### config.mk
export PLATFORM = sky130hd
export DESIGN_NAME = hash_uart_tx
export DESIGN_NICKNAME = d
export VERILOG_FILES = /design/src/rtl/hash_uart_tx.sv
export SDC_FILE = /design/constraint.sdc
export NUM_CORES = 1
export LEC_CHECK = 0
export CORE_UTILIZATION = 35
export DETAILED_ROUTE_END_ITERATION = 8
export GPL_ROUTABILITY_DRIVEN = 0
export PLACE_DENSITY = 0.63
export SETUP_SLACK_MARGIN = 0.1
export SLEW_MARGIN = 20
export SYNTH_ARGS = -nofsm -noshare
export SYNTH_HDL_FRONTEND = slang
export SYNTH_SLANG_ARGS = --single-unit
export TNS_END_PERCENT = 1
### constraint.sdc
create_clock -name clk -period 11 [get_ports clk]
set_input_delay 2.75 -clock clk [delete_from_list [all_inputs] [get_ports clk]]
set_output_delay 2.75 -clock clk [all_outputs]
set_load 0.005 [all_outputs]
### src/rtl/hash_uart_tx.sv
// hash_uart_tx: UART 8N1 serializer that streams a wide hash, most significant
// byte first, each byte LSB first on the line. Optional idle-high gap bits
// follow every stop bit. An abort finishes the current frame through its stop
// bit and then stops. All outputs come straight from flops.
//
// state   | meaning
// S_IDLE  | line high, ready for a new hash
// S_START | start bit (low)
// S_DATA  | 8 data bits, LSB first
// S_STOP  | stop bit (high)
// S_GAP   | GAP_BITS idle-high bit times between frames
module hash_uart_tx #(
    parameter int CLKS_PER_BIT = 10,
    parameter int NUM_BYTES    = 16,
    parameter int GAP_BITS     = 1
) (
    input  logic                   clk,
    input  logic                   rst,
    input  logic                   hash_valid,
    input  logic [8*NUM_BYTES-1:0] hash_data,
    input  logic                   abort,
    output logic                   hash_ready,
    output logic                   tx_serial,
    output logic                   busy,
    output logic [3:0]             byte_idx,
    output logic                   done,
    output logic                   aborted
);

    localparam int BAUD_W = (CLKS_PER_BIT > 1) ? $clog2(CLKS_PER_BIT) : 1;
    // The bit counter covers the 8 data bits and, reused, the gap bit times.
    localparam int BIT_W  = (GAP_BITS > 8) ? $clog2(GAP_BITS) : 3;
    localparam int HASH_W = 8 * NUM_BYTES;

    typedef enum logic [2:0] {
        S_IDLE,
        S_START,
        S_DATA,
        S_STOP,
        S_GAP
    } state_t;

    state_t              r_state;
    logic [BAUD_W-1:0]   r_baud;
    logic [BIT_W-1:0]    r_bit;
    logic [HASH_W-1:0]   r_shift;
    logic [3:0]          r_idx;
    logic                r_abort;
    logic                r_tx;
    logic                r_ready;
    logic                r_busy;
    logic                r_done;
    logic                r_aborted;

    state_t              w_state_nxt;
    logic [BAUD_W-1:0]   w_baud_nxt;
    logic [BIT_W-1:0]    w_bit_nxt;
    logic [HASH_W-1:0]   w_shift_nxt;
    logic [3:0]          w_idx_nxt;
    logic                w_abort_nxt;
    logic                w_tx_nxt;
    logic                w_done_nxt;
    logic                w_aborted_nxt;
    logic [7:0]          w_byte_nxt;
    logic                w_bit_end;
    logic                w_last;
    logic                w_abort_any;

    assign w_bit_end   = (r_baud == BAUD_W'(CLKS_PER_BIT - 1));
    assign w_last      = (r_idx == 4'(NUM_BYTES - 1));
    assign w_abort_any = r_abort | abort;

    // Next-state, counter, shift-register and registered-output decode.
    always_comb begin
        w_state_nxt   = r_state;
        w_baud_nxt    = r_baud;
        w_bit_nxt     = r_bit;
        w_shift_nxt   = r_shift;
        w_idx_nxt     = r_idx;
        w_abort_nxt   = r_abort;
        w_done_nxt    = 1'b0;
        w_aborted_nxt = 1'b0;
        w_tx_nxt      = 1'b1;
        w_byte_nxt    = 8'h00;

        if (r_state != S_IDLE) begin
            w_baud_nxt = w_bit_end ? '0 : r_baud + 1'b1;
            if (abort) begin
                w_abort_nxt = 1'b1;
            end
        end

        case (r_state)
            S_IDLE: begin
                if (hash_valid) begin
                    w_state_nxt = S_START;
                    w_shift_nxt = hash_data;
                    w_baud_nxt  = '0;
                    w_bit_nxt   = '0;
                    w_idx_nxt   = '0;
                    w_abort_nxt = 1'b0;
                end
            end
            S_START: begin
                if (w_bit_end) begin
                    w_state_nxt = S_DATA;
                    w_bit_nxt   = '0;
                end
            end
            S_DATA: begin
                if (w_bit_end) begin
                    if (r_bit == BIT_W'(7)) begin
                        w_state_nxt = S_STOP;
                        w_bit_nxt   = '0;
                    end else begin
                        w_bit_nxt = r_bit + 1'b1;
                    end
                end
            end
            S_STOP: begin
                if (w_bit_end) begin
                    w_bit_nxt = '0;
                    // An abort on the final byte is ignored: the hash completes normally.
                    if (!w_last && w_abort_any) begin
                        w_state_nxt   = S_IDLE;
                        w_idx_nxt     = '0;
                        w_abort_nxt   = 1'b0;
                        w_aborted_nxt = 1'b1;
                    end else if (GAP_BITS != 0) begin
                        w_state_nxt = S_GAP;
                    end else if (w_last) begin
                        w_state_nxt = S_IDLE;
                        w_idx_nxt   = '0;
                        w_abort_nxt = 1'b0;
                        w_done_nxt  = 1'b1;
                    end else begin
                        w_state_nxt = S_START;
                        w_idx_nxt   = r_idx + 1'b1;
                        w_shift_nxt = r_shift << 8;
                    end
                end
            end
            S_GAP: begin
                if (!w_last && w_abort_any) begin
                    w_state_nxt   = S_IDLE;
                    w_idx_nxt     = '0;
                    w_bit_nxt     = '0;
                    w_baud_nxt    = '0;
                    w_abort_nxt   = 1'b0;
                    w_aborted_nxt = 1'b1;
                end else if (w_bit_end) begin
                    if (r_bit == BIT_W'(GAP_BITS - 1)) begin
                        w_bit_nxt = '0;
                        if (w_last) begin
                            w_state_nxt = S_IDLE;
                            w_idx_nxt   = '0;
                            w_abort_nxt = 1'b0;
                            w_done_nxt  = 1'b1;
                        end else begin
                            w_state_nxt = S_START;
                            w_idx_nxt   = r_idx + 1'b1;
                            w_shift_nxt = r_shift << 8;
                        end
                    end else begin
                        w_bit_nxt = r_bit + 1'b1;
                    end
                end
            end
            default: begin
                w_state_nxt = S_IDLE;
            end
        endcase

        // The line flop is loaded with the level belonging to the next cycle.
        w_byte_nxt = w_shift_nxt[HASH_W-1 -: 8];
        case (w_state_nxt)
            S_START: w_tx_nxt = 1'b0;
            S_DATA:  w_tx_nxt = w_byte_nxt[w_bit_nxt[2:0]];
            default: w_tx_nxt = 1'b1;
        endcase
    end

    // State and output registers; reset forces the line high at once.
    always_ff @(posedge clk or posedge rst) begin
        if (rst) begin
            r_state   <= S_IDLE;
            r_baud    <= '0;
            r_bit     <= '0;
            r_shift   <= '0;
            r_idx     <= '0;
            r_abort   <= 1'b0;
            r_tx      <= 1'b1;
            r_ready   <= 1'b1;
            r_busy    <= 1'b0;
            r_done    <= 1'b0;
            r_aborted <= 1'b0;
        end else begin
            r_state   <= w_state_nxt;
            r_baud    <= w_baud_nxt;
            r_bit     <= w_bit_nxt;
            r_shift   <= w_shift_nxt;
            r_idx     <= w_idx_nxt;
            r_abort   <= w_abort_nxt;
            r_tx      <= w_tx_nxt;
            r_ready   <= (w_state_nxt == S_IDLE);
            r_busy    <= (w_state_nxt != S_IDLE);
            r_done    <= w_done_nxt;
            r_aborted <= w_aborted_nxt;
        end
    end

    assign hash_ready = r_ready;
    assign tx_serial  = r_tx;
    assign busy       = r_busy;
    assign byte_idx   = r_idx;
    assign done       = r_done;
    assign aborted    = r_aborted;

endmodule

==> flow_summary.ini <==
[yosys]
syn-cell-area_sq_mm = 0.00654
synth_edf_count = 0
synth_cell_type_count = 51
synth_flop_cell = dfrtp_1
synth_top_area_cell = dfrtp_1
yosysWarnings = 0
syn_nets = 816
syn_avg_cell_area_sq_um = 9.62
syn_inst = 680
ys_top_cells_by_area = dfrtp_1 56%, nand2_1 14%, a22oi_1 14%
synthArstFlopShare_pct = 100
yosysTopAreaCellShare_pct = 55.9
ys_ff_latch = 148
yosysSeqAreaShare_pct = 56.7

[clocking]
cts_setup_buffers = 0
clock_path_buffers = 2
root_buffer = clkbuf_16
cts-htree-levels = 4
clkSinkCount = 148
cts_hold_buffers = 0
cts_tree = built
clk_pin_slew_ps = 60
cts_buffers = 17
cts_resized = 0
insertion_delay_ps = 410

[pwr]
total_leakage_power_nw = 4.01
vdd_drop_max_uv = 106
powerDensity_mw_per_mm2 = 221
finalPower_w = 0.00192

[worst_hold_path]
min_from = r_shift[52]$_DFFE_PP0P_
worstHoldEndpoint = r_shift[52]$_DFFE_PP0P_
holdCritPathClass = flop to flop
min_path_cells = 2

[routing]
wl_met3_um = 894
drt_iter0_markers = 504
drc = 7
vias = 5396
dr_wl_met2_um = 8020
routed.top_layer = met5
drt_wl_total_um = 17000
wl_per_cell_um = 16.3
antenna_left = 0
wl_met1_um = 7960
drt_pre_antenna_iters = 9
viasPerCell = 5.19

[floorplanning]
start_util_pct = 36.0
io_pins = 141
rows = 49
core_sq_mm = 0.0181
die-area_sq_mm = 0.0192
die_x_um = 139
die_h_um = 139

[global_route]
grt_pass1_wl_um = 27900
grt_util_all_layers_pct = 18.4
grt_max_degree = 84
overflow = 0
grt_pass1_vias = 5336
antenna_found_initial = 1

[sta]
fmax_mhz = 192
finClkSkew_ps = 10.7
rsz0062_at_grt = false
maxSlewHeadroom_pct = 40.8
tns_ps = 0
worst_pin_slew_ps = 888
final-hold-violation-count = 0
maxSlewViolCount = 0
setup_viol = 0
period_share_pct = 47.3
fin_crit_ps = 5200

[setup_path]
critPathLaunchType = input pin
reg2reg_setup_slack_ps = 8030
worstPathMaxFanout = 65
critPathCaptureType = flop
r2r_cells = 5
rr_startpoint = r_state[2]$_DFF_PP0_
r2r_end = r_baud[1]$_DFF_PP0_
critPathKind = input pin to flop
cp_data_required_time_ps = 11290
arrival_ps = 5480

[cells_and_area]
drive_gt1_share_pct = 6.29
num_antenna_cells = 0
final_common_cell = nand2_1
layout_common_cells = 247 x nand2_1, 146 x dfrtp_1, 140 x clkdlybuf4s50_1
syn2layout_area_growth_pct = 32.8
nets = 934

[outcome]
failed_checks = design-rule violations
outcome = complete, but fails checks

[placed_design]
hpwl_um = 11200
portBuffers = 140

[run]
maxCapViolCount = 0
==> flip-flops by register name (all words and copies together), names as in the netlist <==
register and cells:
aborted 1, busy 1, byte_idx 4, done 1, hash_ready 1, r_abort 1, r_baud 4, r_bit 3
r_shift 128, r_state 3, tx_serial 1
==> synthesized netlist by cell type (2+ instances only) <==
library cell  count
a22oi_1         118
nor2b_1           6
a22o_1            8
inv_1             5
ha_1              4
a32o_1            2
o211ai_1          4
clkbuf_1         34
a21oi_1           7
a31oi_1           2
dfrtp_1         146
buf_1             3
nor2_1           14
nand4_1           2
nor3_1            4
and2_1            2
buf_4             2
dfstp_2           2
a221o_1           3
o22ai_1           2
o21ai_0          13
o21a_1            2
buf_2             8
nor3b_1           2
nand3_1           6
o21ai_1           3
nand2_1         247
o31ai_1           3
and3_1            2
nand2b_1          3
==> layer usage <==
metal  vias to the layer above  global-route usage (%)
met2                       151                    27.9
li1                       2617                       -
met1                      2616                    25.9
met4                         2                    4.04
met5                         -                       0
met3                        10                    5.39
==> how the worst max path moves through the flow <==
stage | from | endpoint
after floorplan | rst | aborted$_DFF_PP0_
after global placement | hash_valid | r_baud[1]$_DFF_PP0_
after detailed placement | hash_valid | r_baud[1]$_DFF_PP0_
after CTS | hash_valid | r_baud[1]$_DFF_PP0_
after global routing | hash_valid | r_baud[1]$_DFF_PP0_
final | hash_valid | r_baud[1]$_DFF_PP0_
==> report_power, final <==
group / total (W) / internal (W) / switching [W]
Clock: 0.000570 / 0.000346 / 0.000225
Combinational: 0.000424 / 0.000194 / 0.000230
Sequential: 0.000924 / 0.000778 / 0.000147
Total: 0.00192 / 0.00132 / 0.000601
==> critical path, stage by stage <==
cell and delay (ps):
clkdlybuf4s50_1 530, nor2b_1 420, and2_4 670, buf_4 660, o21bai_1 280, nor2_1 90
==> cell type report <==
cell class / instances / area (sq um)
inverters: 5 / 23.8
clock buffers: 20 / 457
repair buffers: 147 / 1450
flip-flops and latches: 148 / 3710
fillers: 1716 / 9460
well taps: 229 / 287
clock inverters: 12 / 130
multi-input cells: 479 / 2630
==> logic make-up (layout without fill, tap and decap cells) <==
family                   Yosys count  in the layout  synth area share [%]
XOR/XNOR                           1              1                 0.134
AND/OR/NAND/NOR                  298            298                  19.1
multiplexers                       3              3                 0.574
buffers and inverters             53            184                  3.42
adder cells (fa/ha/maj)            4              4                 0.765
AO/OA/AOI/OAI                    173            173                  19.3
flip-flops                       148            148                  56.7
==> stage by stage <==
stage,hold WS (ps),util (%),instances,cell area (sq um),setup WS (ps)
after floorplan,427,-,680,6540,4270
after global placement,448,44.6,1008,8100,5450
after detailed placement,455,44.6,1008,8100,5370
after CTS,468,47.9,1040,8690,5820
after global routing,482,47.9,1040,8690,5530
final,463,47.9,1040,8690,5800
Note: power is estimated with default switching activity, not from simulation.
